--- src/rtl/updown_ctrl_pkg.sv ---
// -----------------------------------------------------------------------------
// updown_ctrl_pkg
// Shared definitions for the up/down counter sequencer:
//   - command opcode encodings carried on cmd_op
//   - counting direction encodings held in the latched command
//   - FSM state type used by the top-level sequencer
// -----------------------------------------------------------------------------
package updown_ctrl_pkg;

  // Command opcodes (cmd_op)
  localparam logic [1:0] OP_LOAD  = 2'b00;
  localparam logic [1:0] OP_UP    = 2'b01;
  localparam logic [1:0] OP_DOWN  = 2'b10;
  localparam logic [1:0] OP_CLEAR = 2'b11;

  // Counting direction as seen by the counter core
  localparam logic DIR_UP   = 1'b0;
  localparam logic DIR_DOWN = 1'b1;

  // Sequencer states
  typedef enum logic [1:0] {
    IDLE = 2'b00,
    RUN  = 2'b01,
    DONE = 2'b10
  } state_e;

  // True for opcodes that step the counter (UP/DOWN)
  function automatic logic is_step_op(input logic [1:0] op);
    return (op == OP_UP) || (op == OP_DOWN);
  endfunction

endpackage

--- src/rtl/updown_count_ctrl_if.sv ---
// -----------------------------------------------------------------------------
// updown_count_ctrl_if
// Command channel of the up/down counter sequencer (valid/ready handshake).
//   cmd_valid  master -> slave  command present
//   cmd_ready  slave  -> master sequencer can accept this cycle
//   cmd_op     master -> slave  LOAD / UP / DOWN / CLEAR
//   cmd_steps  master -> slave  number of steps for UP/DOWN
//   cmd_data   master -> slave  load value for LOAD
//   sat_en     master -> slave  1 = saturate, 0 = wrap (sampled at accept)
// -----------------------------------------------------------------------------
interface updown_count_ctrl_if #(
  parameter int WIDTH   = 4,
  parameter int STEPS_W = 8
);

  logic               cmd_valid;
  logic               cmd_ready;
  logic [1:0]         cmd_op;
  logic [STEPS_W-1:0] cmd_steps;
  logic [WIDTH-1:0]   cmd_data;
  logic               sat_en;

  modport master (
    output cmd_valid,
    output cmd_op,
    output cmd_steps,
    output cmd_data,
    output sat_en,
    input  cmd_ready
  );

  modport slave (
    input  cmd_valid,
    input  cmd_op,
    input  cmd_steps,
    input  cmd_data,
    input  sat_en,
    output cmd_ready
  );

endinterface

--- src/rtl/updown_counter_core.sv ---
// -----------------------------------------------------------------------------
// updown_counter_core
// Fully synchronous WIDTH-bit up/down counter with load, wrap or saturate.
//   clk       in   clock, all bits change on the rising edge
//   rst       in   asynchronous active-low reset (count = 0, ovf = 0)
//   en        in   perform one step this edge
//   dir       in   0 = up, 1 = down
//   load      in   load load_val this edge (takes priority over en)
//   load_val  in   value loaded when load is high
//   sat       in   1 = hold at the limit, 0 = wrap around
//   count     out  registered counter value
//   ovf       out  registered pulse accompanying a step taken at the limit
// -----------------------------------------------------------------------------
module updown_counter_core
  import updown_ctrl_pkg::*;
#(
  parameter int WIDTH = 4
) (
  input  logic             clk,
  input  logic             rst,
  input  logic             en,
  input  logic             dir,
  input  logic             load,
  input  logic [WIDTH-1:0] load_val,
  input  logic             sat,
  output logic [WIDTH-1:0] count,
  output logic             ovf
);

  localparam logic [WIDTH-1:0] MAX_VAL = {WIDTH{1'b1}};

  logic [WIDTH-1:0] count_reg;
  logic [WIDTH-1:0] count_next;
  logic             ovf_reg;
  logic             ovf_next;
  logic             at_limit;
  logic [WIDTH-1:0] stepped;

  // The limit depends on direction: max going up, zero going down.
  assign at_limit = (dir == DIR_DOWN) ? (count_reg == '0) : (count_reg == MAX_VAL);
  assign stepped  = (dir == DIR_DOWN) ? (count_reg - 1'b1) : (count_reg + 1'b1);

  always_comb begin
    count_next = count_reg;
    ovf_next   = 1'b0;
    if (load) begin
      count_next = load_val;
    end else if (en) begin
      // A step at the limit always flags ovf; in saturate mode the value
      // is simply left where it is, the modulo arithmetic handles wrap.
      ovf_next = at_limit;
      if (!(at_limit && sat)) begin
        count_next = stepped;
      end
    end
  end

  always_ff @(posedge clk or negedge rst) begin
    if (!rst) begin
      count_reg <= '0;
      ovf_reg   <= 1'b0;
    end else begin
      count_reg <= count_next;
      ovf_reg   <= ovf_next;
    end
  end

  assign count = count_reg;
  assign ovf   = ovf_reg;

endmodule

--- src/rtl/updown_count_ctrl.sv ---
// -----------------------------------------------------------------------------
// updown_count_ctrl
// Command-driven sequencer for a WIDTH-bit up/down counter. Commands arrive
// over a valid/ready channel; UP/DOWN commands step the counter core exactly
// cmd_steps times, one step per clock, honouring hold and abort.
//   clk    in   single clock
//   rst    in   asynchronous active-low reset
//   cmd    --   command channel (slave side): valid/ready, op, steps, data, sat_en
//   hold   in   freeze stepping while high (RUN only)
//   abort  in   end the current UP/DOWN command (RUN only, beats hold)
//   count  out  registered counter value
//   busy   out  high whenever the sequencer is not IDLE
//   done   out  one-cycle pulse when a command completes
//   ovf    out  one-cycle pulse with the step that wrapped or saturated
// -----------------------------------------------------------------------------
module updown_count_ctrl
  import updown_ctrl_pkg::*;
#(
  parameter int WIDTH   = 4,
  parameter int STEPS_W = 8
) (
  input  logic             clk,
  input  logic             rst,
  updown_count_ctrl_if.slave cmd,
  input  logic             hold,
  input  logic             abort,
  output logic [WIDTH-1:0] count,
  output logic             busy,
  output logic             done,
  output logic             ovf
);

  state_e             state_reg;
  state_e             state_next;
  logic [STEPS_W-1:0] remaining_reg;
  logic [STEPS_W-1:0] remaining_next;
  logic               dir_reg;
  logic               dir_next;
  logic               sat_reg;
  logic               sat_next;

  logic               ready;
  logic               accept;
  logic               core_en;
  logic               core_load;
  logic [WIDTH-1:0]   core_load_val;

  // Ready is gated by rst so nothing is taken while reset is held.
  assign ready         = (state_reg == IDLE) && rst;
  assign cmd.cmd_ready = ready;
  assign accept        = cmd.cmd_valid && ready;

  always_comb begin
    state_next     = state_reg;
    remaining_next = remaining_reg;
    dir_next       = dir_reg;
    sat_next       = sat_reg;
    core_en        = 1'b0;
    core_load      = 1'b0;
    core_load_val  = '0;

    case (state_reg)
      IDLE: begin
        if (accept) begin
          if (cmd.cmd_op == OP_LOAD) begin
            core_load     = 1'b1;
            core_load_val = cmd.cmd_data;
            state_next    = DONE;
          end else if (cmd.cmd_op == OP_CLEAR) begin
            core_load     = 1'b1;
            core_load_val = '0;
            state_next    = DONE;
          end else if (is_step_op(cmd.cmd_op) && (cmd.cmd_steps != '0)) begin
            remaining_next = cmd.cmd_steps;
            dir_next       = (cmd.cmd_op == OP_DOWN) ? DIR_DOWN : DIR_UP;
            sat_next       = cmd.sat_en;
            state_next     = RUN;
          end else begin
            // Zero-step UP/DOWN completes without touching the counter.
            state_next = DONE;
          end
        end
      end

      RUN: begin
        if (abort) begin
          remaining_next = '0;
          state_next     = DONE;
        end else if (!hold) begin
          core_en        = 1'b1;
          remaining_next = remaining_reg - 1'b1;
          if (remaining_reg == {{(STEPS_W-1){1'b0}}, 1'b1}) begin
            state_next = DONE;
          end
        end
      end

      DONE: begin
        state_next = IDLE;
      end

      default: begin
        state_next = IDLE;
      end
    endcase
  end

  always_ff @(posedge clk or negedge rst) begin
    if (!rst) begin
      state_reg     <= IDLE;
      remaining_reg <= '0;
      dir_reg       <= DIR_UP;
      sat_reg       <= 1'b0;
    end else begin
      state_reg     <= state_next;
      remaining_reg <= remaining_next;
      dir_reg       <= dir_next;
      sat_reg       <= sat_next;
    end
  end

  updown_counter_core #(
    .WIDTH (WIDTH)
  ) u_core (
    .clk      (clk),
    .rst      (rst),
    .en       (core_en),
    .dir      (dir_reg),
    .load     (core_load),
    .load_val (core_load_val),
    .sat      (sat_reg),
    .count    (count),
    .ovf      (ovf)
  );

  // Both flags come straight from the state register, so command inputs
  // never reach them combinationally.
  assign busy = (state_reg != IDLE);
  assign done = (state_reg == DONE);

endmodule

--- src/flat_wrapper.sv ---
// flat-port wrapper written by rule: the top's interface ports become plain ports
module updown_count_ctrl_flat import updown_ctrl_pkg::*;
#(
  parameter int WIDTH   = 4,
  parameter int STEPS_W = 8
)
  (clk, rst, hold, abort, count, busy, done, ovf, cmd_cmd_valid, cmd_cmd_op, cmd_cmd_steps, cmd_cmd_data, cmd_sat_en, cmd_cmd_ready);
  updown_count_ctrl_if #(.WIDTH(WIDTH), .STEPS_W(STEPS_W)) cmd_i ();
  input  logic clk;
  input  logic rst;
  input  logic hold;
  input  logic abort;
  output logic [WIDTH-1:0] count;
  output logic busy;
  output logic done;
  output logic ovf;
  input wire logic [$bits(cmd_i.cmd_valid)-1:0] cmd_cmd_valid;
  input wire logic [$bits(cmd_i.cmd_op)-1:0] cmd_cmd_op;
  input wire logic [$bits(cmd_i.cmd_steps)-1:0] cmd_cmd_steps;
  input wire logic [$bits(cmd_i.cmd_data)-1:0] cmd_cmd_data;
  input wire logic [$bits(cmd_i.sat_en)-1:0] cmd_sat_en;
  output wire logic [$bits(cmd_i.cmd_ready)-1:0] cmd_cmd_ready;
  assign cmd_i.cmd_valid = cmd_cmd_valid;
  assign cmd_i.cmd_op = cmd_cmd_op;
  assign cmd_i.cmd_steps = cmd_cmd_steps;
  assign cmd_i.cmd_data = cmd_cmd_data;
  assign cmd_i.sat_en = cmd_sat_en;
  assign cmd_cmd_ready = cmd_i.cmd_ready;
  updown_count_ctrl #(.WIDTH(WIDTH), .STEPS_W(STEPS_W)) u_core (.clk(clk), .rst(rst), .cmd(cmd_i), .hold(hold), .abort(abort), .count(count), .busy(busy), .done(done), .ovf(ovf));
endmodule
--- config.mk ---
export PLATFORM = sky130hd
export DESIGN_NAME = updown_count_ctrl_flat
export DESIGN_NICKNAME = d
export VERILOG_FILES = /design/src/rtl/updown_ctrl_pkg.sv /design/src/rtl/updown_count_ctrl_if.sv /design/src/rtl/updown_counter_core.sv /design/src/rtl/updown_count_ctrl.sv /design/src/flat_wrapper.sv
export SDC_FILE = /design/constraint.sdc
export NUM_CORES = 1
export LEC_CHECK = 0
export CORE_MARGIN = 1
export CORE_UTILIZATION = 54
export DETAILED_ROUTE_END_ITERATION = 10
export PLACE_DENSITY_LB_ADDON = 0.25
export SETUP_SLACK_MARGIN = 0.3
export SLEW_MARGIN = 20
export SYNTH_ARGS = -nofsm -noshare
export SYNTH_HDL_FRONTEND = slang
export SYNTH_HIERARCHICAL = 1
export SYNTH_SLANG_ARGS = --single-unit
--- constraint.sdc ---
create_clock -name clk -period 3.35 [get_ports clk]
set_clock_uncertainty 0.1 [all_clocks]
set_input_delay 0.5025 -clock clk [delete_from_list [all_inputs] [get_ports clk]]
set_output_delay 0.5025 -clock clk [all_outputs]
set_load 0.005 [all_outputs]
# Yosys cells after proc, flatten, opt, wreduce, memory -nomap -nowiden
# Cells that the tools add are included.
# word_totals
register_bits	17
output_inout_bits	8
word_cells	74
# op_classes
n_addsub	3
eq_ne	14
mux	33
bitwise_logic	2
reduce_logical	16
# op_table
operator	n
$mux W8	6
$mux W4	7
$pmux W8 S2	1
$mux W2	7
$mux W1	11
$eq A8 B1 Y1 const B	1
$reduce_bool A8 Y1	1
$sub A8 B1 Y8 const B	1
$eq A2 B2 Y1 const B	3
$ne A2 B2 Y1 const B	3
$reduce_and A6 Y1	1
$reduce_bool A2 Y1	3
$reduce_and A5 Y1	1
$add A4 B1 Y4 const B	1
$eq A2 B1 Y1 const B	2
$eq A4 B4 Y1 const B	1
$logic_and A1 B1 Y1	4
$logic_not A2 Y1	2
$logic_not A4 Y1	1
$ne A2 B1 Y1 const B	2
$pmux W2 S2	1
$sub A4 B1 Y4 const B	1
$ne A3 B2 Y1 const B	1
$ne A3 B3 Y1 const B	1
4 further kinds	5

# Logic depth before layout (Yosys ltp)
# Gate-level depths: netlist of the first run.
# logic_depth
depth_word	8
mapped_depth	7
depth_no_buf	7

# Modules after synthesis
# Netlist of the first run, hierarchy kept.
# by_module_without_submodules
mod	n_inst	cells_each	area_each_um2
updown_count_ctrl	1	96	938.4
updown_counter_core	1	37	370.4

# Worst setup path before layout of the first run
# OpenSTA, ideal clock, no wires.
# synth_path
path_kind	input-to-reg
start	input abort
end	register u_core.u_core.count_reg[3] (netlist: u_core/u_core/count[3])
setup_ps	82
arrival_time_ps	2034
t_required_ps	3168
path_slack_ps	1134
stages	6
path_buffers	1
path_cell_list	or3b_1 > buf_2 > nor2_1 > o221ai_4 > or4_2 > a31oi_1
# synth_between
elab_chain_len	4
# synth_lines
item	line	text
start, declared	flat_wrapper.sv:12	input logic abort;
$mux W1	updown_count_ctrl.sv:86	if (abort) begin
$mux W1	updown_count_ctrl.sv:62	case (state_reg)
named net u_core.core_en	updown_count_ctrl.sv:44	logic core_en;
$reduce_bool A2 Y1 (no source line)	--	
$reduce_and A2 Y1 (no source line)	--	
end signal, assigned	updown_counter_core.sv:63	count_reg <= count_next;
end, declared	updown_counter_core.sv:32	logic [WIDTH-1:0] count_reg;
# The timed path passes the listed nets, and every way through them passes these cells.
# A chain may end at the register's enable or synchronous reset.

# Worst setup path in the final report of the first run
# layout_path
start	input rst
end	output cmd_cmd_ready
# layout_between
elab_chain_len	1
# layout_lines
item	line	text
start, declared	flat_wrapper.sv:10	input logic rst;
$logic_and A1 B1 Y1	updown_count_ctrl.sv:49	assign ready = (state_reg == IDLE) && rst;
end, declared	flat_wrapper.sv:22	output wire logic [$bits(cmd_i.cmd_ready)-1:0] cmd_cmd_ready;
# Every way passes these cells.

==> results of run 1 <==
layout by cell type (no fill, tap or decap), drive strengths merged, types with 2 or more instances in the layout:
cell type      instances
clkbuf                 4
and2                   2
xnor2                  2
nand2                  5
nor2                   7
nor4                   4
inv                   12
dfrtp                 17
or4                    2
o221ai                 5
nand2b                 2
o21ai                  2
buf                    2
and3                   6
ha                     7
nand3b                 2
nand3                  5
mux2                   2
o2bb2ai                4
a21oi                  6
clkdlybuf4s50         27
mux2i                  5
nor3b                  4
nor3                   5
kinds of logic after synthesis:
family          share of synthesized area
compound gates                     0.2103
flops                              0.3250
mux                               0.05545
buf+inv                           0.05927
xor+xnor                          0.01339
fa+ha+maj                         0.08222
simple gates                       0.2543
worst max-delay path: cells and delay by family:
family / cells / cell delay (ps)
and+or+nand+nor: 1 / 110
buffers and inverters: 3 / 1380
through the flow:
step,setup slack (ps),power [W],std cells,area (um^2),hold WS (ps)
final,748.8,0.0008286,189,1623,450.3
after global routing,575.6,0.0008799,189,1623,473.9
after CTS,700.1,0.0008245,189,1623,453.4
after detailed placement,480.0,0.0007133,185,1597,429.4
after global placement,534.6,0.0006963,185,1597,409.9
after floorplan,1134,0.0005785,133,1309,106.9
metal layers:
| metal | vias up | global-route usage |
|---|---|---|
| met4 | 0 | 0.09009 |
| met3 | 2 | 0.02976 |
| met1 | 545 | 0.3308 |
| met5 | - | 0 |
| li1 | 562 | - |
| met2 | 60 | 0.4298 |
final cells by class:
class	count	area, um^2
clock buffer	4	26.28
fill	181	631.9
inverter	12	45.04
multi-input combinational	99	805.8
sequential	17	425.4
tap	28	35.03
timing repair buffer	29	285.3
path summary, 6_finish.rpt:
| path | to |
|---|---|
| max reg2reg | u_core/u_core/count[3]$_DFFE_PN0P_ |
| min in group asynchronous | u_core/state_reg[1]$_DFFE_PN0P_ |
| max | cmd_cmd_ready |
| max in group asynchronous | u_core/remaining_reg[0]$_DFFE_PN0P_ |
| min reg2reg | u_core/remaining_reg[6]$_DFFE_PN0P_ |
| min | u_core/remaining_reg[6]$_DFFE_PN0P_ |
cells in the mapped netlist (all sizes together) (2+ instances only):
cell	number
a21oi	6
and2	2
and3	6
buf	5
dfrtp	17
ha	7
inv	12
mux2	2
mux2i	5
nand2	5
nand2b	2
nand3	5
nand3b	2
nor2	7
nor3	5
nor3b	4
nor4	4
o21ai	2
o221ai	5
o2bb2ai	4
or4	2
xnor2	2
power breakdown:
part / total, W / internal [W] / switching, W
combinational: 0.000341 / 0.000184 / 0.000158
clock: 0.000111 / 0.0000462 / 0.0000647
sequential: 0.000377 / 0.000274 / 0.000102
==> out/metrics.csv, run 1 <==
metric,value,unit
outcome,completed,
worst hold path depth,1,
Crit path arrival time,2000,ps
Routed WL,3.044,mm
post-route ant nets,0,
Max Slew Vio Count,0,
Final Hold Fails,0,
grt ovf,0,
die width,51.23,um
WL/cell,16.11,um
WL met3,193,um
pwr dens,510.6,mW/mm^2
Longest Clk Path Bufs,2,
Synth Flop Type,dfrtp_1,
max reg flops,8,
Syn Area/Cell,9.840,um^2
vias in the first global route,1085,
post-CTS sizing,0,
FMAX,384.4,MHz
endpoint type of the worst setup path,output pin,
WL met1,1.355,mm
Util after Layout,0.7198,
"area leader, netlist",dfrtp_1,
endpoints failing setup,0,
slowest cell on the critical path,clkdlybuf4s50_1,
vias per cell,6.185,
maxcap violations,0,
DRC errors left,0,
Port Buffer Count,27,
Core Footprint,0.002255,mm^2
Final nets,190,
CTS hold repair buffers,0,
initial antenna violation count,0,
WL met2,1.488,mm
Synth Warn #,6,
n_diodes,0,
Synth Register Bits,17,
crit path launch type,primary input,
RSZ-0062 raised after global routing,no,
Post-synth ARST share,1.000,
syn nets,161,
starting density of the core,0.5805,
R2R setup slack,900,ps
cell mode on critical path,clkdlybuf4s50_1,
CTS Buf Count,3,
post-synthesis sequential area ratio,0.3250,
synthesized instance count,133,
RD Place Congestion,0.9377,
Clock Pin Slew Worst Setup and Hold Paths,110,ps
Post-CTS Setup Repair Bufs,0,
clk sinks,17,
final period utilization,0.7765,
reg2reg start,u_core/state_reg[0]$_DFFE_PN0P_,
die footprint,0.002625,mm^2
max incr delay on CP,800,ps
peak fanout along the critical path,12,
number of synthesized flops with an enable pin,0,
Synth top area share,0.3250,
CP cell instances,clkdlybuf4s50_1 -> inv_1 -> nor2_1 -> clkdlybuf4s50_1,
Worst Hold Class,flop to flop,
DR vias,1169,
Slew HR,0.5647,
fin crit period,2601,ps
Hold Crit Start,u_core/remaining_reg[6]$_DFFE_PN0P_,
Clk Tree Root Cell,clkbuf_4,
Peak VDD IR,0.4739,mV
htree depth,1,
Cell Rows,17,
dominant cells by area after synthesis,"dfrtp_1 (33%), ha_1 (6.7%), mux2i_1 (3.8%)",
Leakage,0.6745,nW
drt pass-1 iters,4,
crit path from,rst,
share of layout cells above drive strength 1,0.1056,
first-pass GRT wire length,4.830,mm
WS Path Type,primary input to output pin,
post-synth cell types,49,
Worst-Skew Late Latency,290,ps
setup TNS,0,ps
reg2reg path depth,5,
die span in y,51.23,um
IO Pins,28,
Global Route Usage Sum,0.2531,
Post-Syn Area,0.001309,mm^2
largest net degree at the start of global routing,13,
Highest Signal Layer,met4,
CTS tree,built,
Critical Path RT,2750,ps
Area growth syn-to-layout,24.00,%
Worst-Margin Slew,653.0,ps
Final HPWL DP,2.426,mm
Starting DRT DRC Count,60,
No activity file was read; power rests on OpenSTA's default activity.
==> run 2: changes to the inputs <==
--- a/config.mk
+++ b/config.mk
@@ -6,7 +6,7 @@
 export NUM_CORES = 1
 export LEC_CHECK = 0
 export CORE_MARGIN = 1
-export CORE_UTILIZATION = 54
+export CORE_UTILIZATION = 50
 export DETAILED_ROUTE_END_ITERATION = 10
 export PLACE_DENSITY_LB_ADDON = 0.25
 export SETUP_SLACK_MARGIN = 0.3
==> constraint.sdc (replaced) <==
create_clock -name clk -period 2.5 [get_ports clk]
set_clock_uncertainty 0.1 [all_clocks]
set_input_delay 0.375 -clock clk [delete_from_list [all_inputs] [get_ports clk]]
set_output_delay 0.375 -clock clk [all_outputs]
set_load 0.005 [all_outputs]
==> run 2 against run 1 <==
Wire length is 8.2% higher; clock-buffer cell count stayed put; highest routed layer unchanged; critical path depth is 2 higher; largest power group unchanged; largest cell class unchanged; global-route usage is 0.72 points higher; utilization is 3.1 points lower; sequential share of layout area is 1.2 points lower.
==> out/metrics.csv, run 2 (synthesis gave the netlist of run 1 again) <==
metric,value,unit
Clk Tree Root Cell,clkbuf_4,
most frequent cells in the layout,"clkdlybuf4s50_1 (26), dfrtp_1 (16), inv_1 (12), buf_4 (12), ha_1 (7)",
Global Route Usage Sum,0.2604,
Cell Rows,18,
vias per cell,6.174,
pwr dens,660.2,mW/mm^2
Final nets,200,
Util after Layout,0.6889,
DRC errors left,0,
clk sinks,17,
Post-CTS Setup Repair Bufs,0,
outcome,completed,
Final Hold Fails,0,
die width,53.16,um
grt ovf,0,
die footprint,0.002826,mm^2
final period utilization,0.8593,
"most common cell after layout, fill and taps aside",clkdlybuf4s50_1,
WS Path Type,primary input to flop,
Worst-Skew Late Latency,290,ps
maxcap violations,0,
crit path from,abort,
starting density of the core,0.5283,
hold slack,356.3,ps
IO Pins,28,
endpoints failing setup,0,
die span in y,53.16,um
drt pass-1 iters,4,
Port Buffer Count,27,
Worst Hold Class,primary input to asynchronous set/reset pin,
first-pass GRT wire length,5.209,mm
max reg flops,8,
vias in the first global route,1099,
DR vias,1241,
CTS Buf Count,3,
Peak VDD IR,0.6403,mV
Clock Pin Slew Worst Setup and Hold Paths,110,ps
Critical Path RT,2620,ps
n_diodes,0,
Starting DRT DRC Count,52,
Final HPWL DP,2.548,mm
post-route ant nets,0,
htree depth,1,
Slew HR,0.6289,
Longest Clk Path Bufs,2,
fin crit period,2148,ps
Area growth syn-to-layout,30.40,%
FMAX,465.5,MHz
Core Footprint,0.002477,mm^2
RSZ-0062 raised after global routing,yes,
endpoint type of the worst setup path,flop,
peak fanout along the critical path,2,
Worst-Margin Slew,555.5,ps
RD Place Congestion,0.8918,
crit path launch type,primary input,
share of layout cells above drive strength 1,0.1754,
CTS hold repair buffers,0,
CTS tree,built,
largest net degree at the start of global routing,12,
Leakage,0.7233,nW
reg2reg start,u_core/u_core/count[2]$_DFFE_PN0P_,
WL/cell,16.38,um
Routed WL,3.293,mm
Max Slew Vio Count,0,
Crit path arrival time,2270,ps
initial antenna violation count,0,
==> run 2: changes by cell type in the layout (fill, tap and decap cells not counted), sizes merged <==
cell           change
dlygate4sd2        +1
clkdlybuf4s50      -1
buf               +10
==> run 2: what timing repair did <==
| item | 4_1_cts | 5_1_grt |
|---|---|---|
| pin swaps | 0 | 1 |
| gates cloned | 0 | 0 |
| hold endpoints to repair | 0 | 0 |
| gates resized for setup | 2 | 2 |
| setup endpoints to repair | 2 | 4 |
==> run 2: worst paths after layout <==
check	to	slack [ps]	cells after the start
setup / recovery	u_core/u_core/count[3]$_DFFE_PN0P_	350	6
max in group asynchronous	u_core/u_core/count[2]$_DFFE_PN0P_	1760	2
setup reg to reg	u_core/u_core/count[3]$_DFFE_PN0P_	390	5
min in group clk	u_core/state_reg[1]$_DFFE_PN0P_	440	1
hold / removal	u_core/remaining_reg[5]$_DFFE_PN0P_	360	2
hold reg to reg	u_core/state_reg[1]$_DFFE_PN0P_	440	1
==> run 2: cell type report <==
class                      instances  area [um^2]
clock buffer                       4        26.28
fill                             206        770.7
inverter                          12        45.04
multi-input combinational         99        812.0
sequential                        17        426.7
tap                               30        37.54
timing repair buffer              39        359.1
==> run 2: through the flow <==
step	power [W]	setup WS [ps]	cell area [um^2]	setup TNS, ps	cells
finish	0.001127	351.7	1707	0	201
global route	0.001203	298.3	1707	0	201
CTS	0.001117	351.2	1702	0	201
detailed placement	0.0009627	-22.80	1674	-22.80	197
global placement	0.0009441	14.75	1674	0	197
floorplan	0.0007752	322.0	1309	0	133
==> run 2: layer usage <==
layer | track usage | share of wire | vias to the layer above
met1 | 0.3668 | 0.44 | 601
met4 | 0.08333 | 0.0043 | 0
met3 | 0.04310 | 0.074 | 2
met5 | 0 | 0 | -
li1 | - | - | 583
met2 | 0.4008 | 0.48 | 55
==> run 2: power breakdown <==
part           internal (W)  total [W]  switching [W]  leakage [nW]
clock             0.0000621   0.000157      0.0000945        0.0150
sequential         0.000368   0.000501       0.000132         0.214
combinational      0.000253   0.000469       0.000216         0.494
==> run 2: critical path, stage by stage <==
cell	delay [ps]
clkdlybuf4s50_1	460
or3b_1	410
nor2_2	170
o221ai_4	120
or4_2	540
a31oi_1	200
==> run 3: changes to the inputs <==
--- a/config.mk
+++ b/config.mk
@@ -6,7 +6,7 @@
 export NUM_CORES = 1
 export LEC_CHECK = 0
 export CORE_MARGIN = 1
-export CORE_UTILIZATION = 50
+export CORE_UTILIZATION = 45
 export DETAILED_ROUTE_END_ITERATION = 10
 export PLACE_DENSITY_LB_ADDON = 0.25
 export SETUP_SLACK_MARGIN = 0.3
==> constraint.sdc (replaced) <==
create_clock -name clk -period 1.7 [get_ports clk]
set_clock_uncertainty 0.1 [all_clocks]
set_input_delay 0.255 -clock clk [delete_from_list [all_inputs] [get_ports clk]]
set_output_delay 0.255 -clock clk [all_outputs]
set_load 0.005 [all_outputs]
==> run 3 against run 2 <==
The run now ends with negative setup slack left; hold slack worse by 140 ps; flip-flop and latch count stayed put; clock power is 57% higher; register-to-register slack worse by 680 ps; non-clock buffer count is 52 higher; global-route usage is 7.0 points higher; sequential share of layout area is 7.3 points lower; sequential power is 39% higher; utilization is 19 points higher; via count is 29% higher; cell area is 42% higher; critical path type is now flop to flop; largest cell class unchanged; highest routed layer unchanged.
==> out/metrics.csv, run 3 (synthesis gave the netlist of run 1 again) <==
metric,value,unit
outcome,finished with violations,
failing checks,negative setup slack,
Worst Hold Class,primary input to asynchronous set/reset pin,
Fillers,141,
IO Pins,28,
clk sinks,17,
Critical Path RT,1850,ps
DRC errors left,0,
Clk Tree Root Cell,clkbuf_4,
Worst-Skew Late Latency,320,ps
Longest Clk Path Bufs,2,
Cell Rows,19,
grt ovf,0,
Peak VDD IR,1.058,mV
fin crit period,1988,ps
FMAX,502.9,MHz
die span in y,55.93,um
drt pass-1 iters,5,
Max Slew Vio Count,0,
Starting DRT DRC Count,104,
die footprint,0.003128,mm^2
first-pass GRT wire length,7.872,mm
Port Buffer Count,27,
peak fanout along the critical path,6,
htree depth,1,
initial antenna violation count,0,
DP Area,0.002013,mm^2
starting density of the core,0.4746,
RD Place Congestion,1.014,
endpoint type of the worst setup path,flop,
largest net degree at the start of global routing,13,
WL/cell,21.59,um
most frequent cells in the layout,"buf_4 (47), buf_6 (19), dfrtp_1 (14)",
maxcap violations,0,
Worst-Margin Slew,353.9,ps
setup TNS,-1496,ps
post-route ant nets,0,
CTS Buf Count,3,
Routed WL,5.483,mm
final instance area,0.002429,mm^2
CTS tree,built,
Crit path arrival time,2130,ps
Clock Pin Slew Worst Setup and Hold Paths,120,ps
reg2reg path depth,5,
Util after Layout,0.8807,
die width,55.93,um
vias in the first global route,1643,
pwr dens,1044,mW/mm^2
crit path launch type,flop,
final period utilization,1.170,
Area growth syn-to-layout,85.56,%
Final nets,252,
vias per cell,6.319,
n_diodes,0,
Leakage,1.082,nW
Final Hold Fails,0,
Core Footprint,0.002758,mm^2
RSZ-0062 raised after global routing,yes,
share of layout cells above drive strength 1,0.5919,
Final HPWL DP,2.881,mm
Global Route Usage Sum,0.3307,
Slew HR,0.7640,
PnR worst setup slack,-288.5,ps
max reg flops,8,
WS Path Type,flop to flop,
"most common cell after layout, fill and taps aside",buf_4,
Tot Pwr,0.002535,W
endpoints failing setup,16,
DR vias,1605,
run 3: cell types whose count changed in the layout (fill, tap and decap cells not counted), moves of 5 or more:
| cell | previous run | this run |
|---|---|---|
| dlygate4sd2_1 | 1 | 9 |
| buf_6 | 0 | 19 |
| clkdlybuf4s50_1 | 26 | 9 |
| inv_1 | 12 | 7 |
| buf_4 | 12 | 47 |
run 3: layer usage:
layer,wire length (um),share of wire,GRT usage,up-vias
li1,-,-,-,685
met1,2118,0.39,0.4296,799
met2,2816,0.51,0.5525,97
met3,351,0.064,0.03721,24
met4,197,0.036,0.1533,0
met5,0,0,0,-
run 3: per-stage QoR:
| stage | worst slack, ps | hold WS, ps | std cells |
|---|---|---|---|
| finish | -288.5 | 218.2 | 254 |
| global route | -285.1 | 230.2 | 254 |
| CTS | -134.0 | 217.1 | 253 |
| detailed placement | -635.4 | 447.9 | 233 |
| global placement | -607.7 | 429.3 | 233 |
| floorplan | -219.7 | -140.6 | 133 |
run 3: power breakdown:
part	internal [W]	switching, W
sequential	0.000546	0.000153
combinational	0.000872	0.000718
clock	0.0000882	0.000158
run 3: final cells by class:
cell class | instances | area (um^2) | share of cell area
sequential | 17 | 429.2 | 0.1767
timing repair buffer | 91 | 800.8 | 0.3297
clock inverter | 1 | 5.005 | 0.002061
tap | 31 | 38.79 | 0.01597
multi-input combinational | 99 | 1072 | 0.4415
clock buffer | 3 | 22.52 | 0.009274
inverter | 12 | 60.06 | 0.02473
run 3: repair_timing:
action / 4_1_cts / 5_1_grt
pin swaps: 12 / 2
hold buffers: 0 / 0
cloned: 1 / 0
setup buffers: 15 / 1
gates resized for setup: 91 / 16
endpoints found under the setup margin: 25 / 24
run 3: critical path, stage by stage (launching register included):
cell and delay (ps):
dfrtp_2 500, ha_4 260, a21oi_2 210, a21oi_1 160, or4_4 530, a31oi_1 150
run 3: path summary, 6_finish.rpt:
path / start / endpoint / slack [ps]
max in group asynchronous: rst / u_core/dir_reg$_DFFE_PN0P_ / 1000
setup / recovery: u_core/dir_reg$_DFFE_PN0P_ / u_core/u_core/count[3]$_DFFE_PN0P_ / -290
hold / removal: rst / u_core/remaining_reg[6]$_DFFE_PN0P_ / 220
hold reg to reg: u_core/remaining_reg[6]$_DFFE_PN0P_ / u_core/remaining_reg[6]$_DFFE_PN0P_ / 470
min in group clk: cmd_cmd_steps[1] / u_core/remaining_reg[1]$_DFFE_PN0P_ / 280
setup reg to reg: u_core/dir_reg$_DFFE_PN0P_ / u_core/u_core/count[3]$_DFFE_PN0P_ / -290
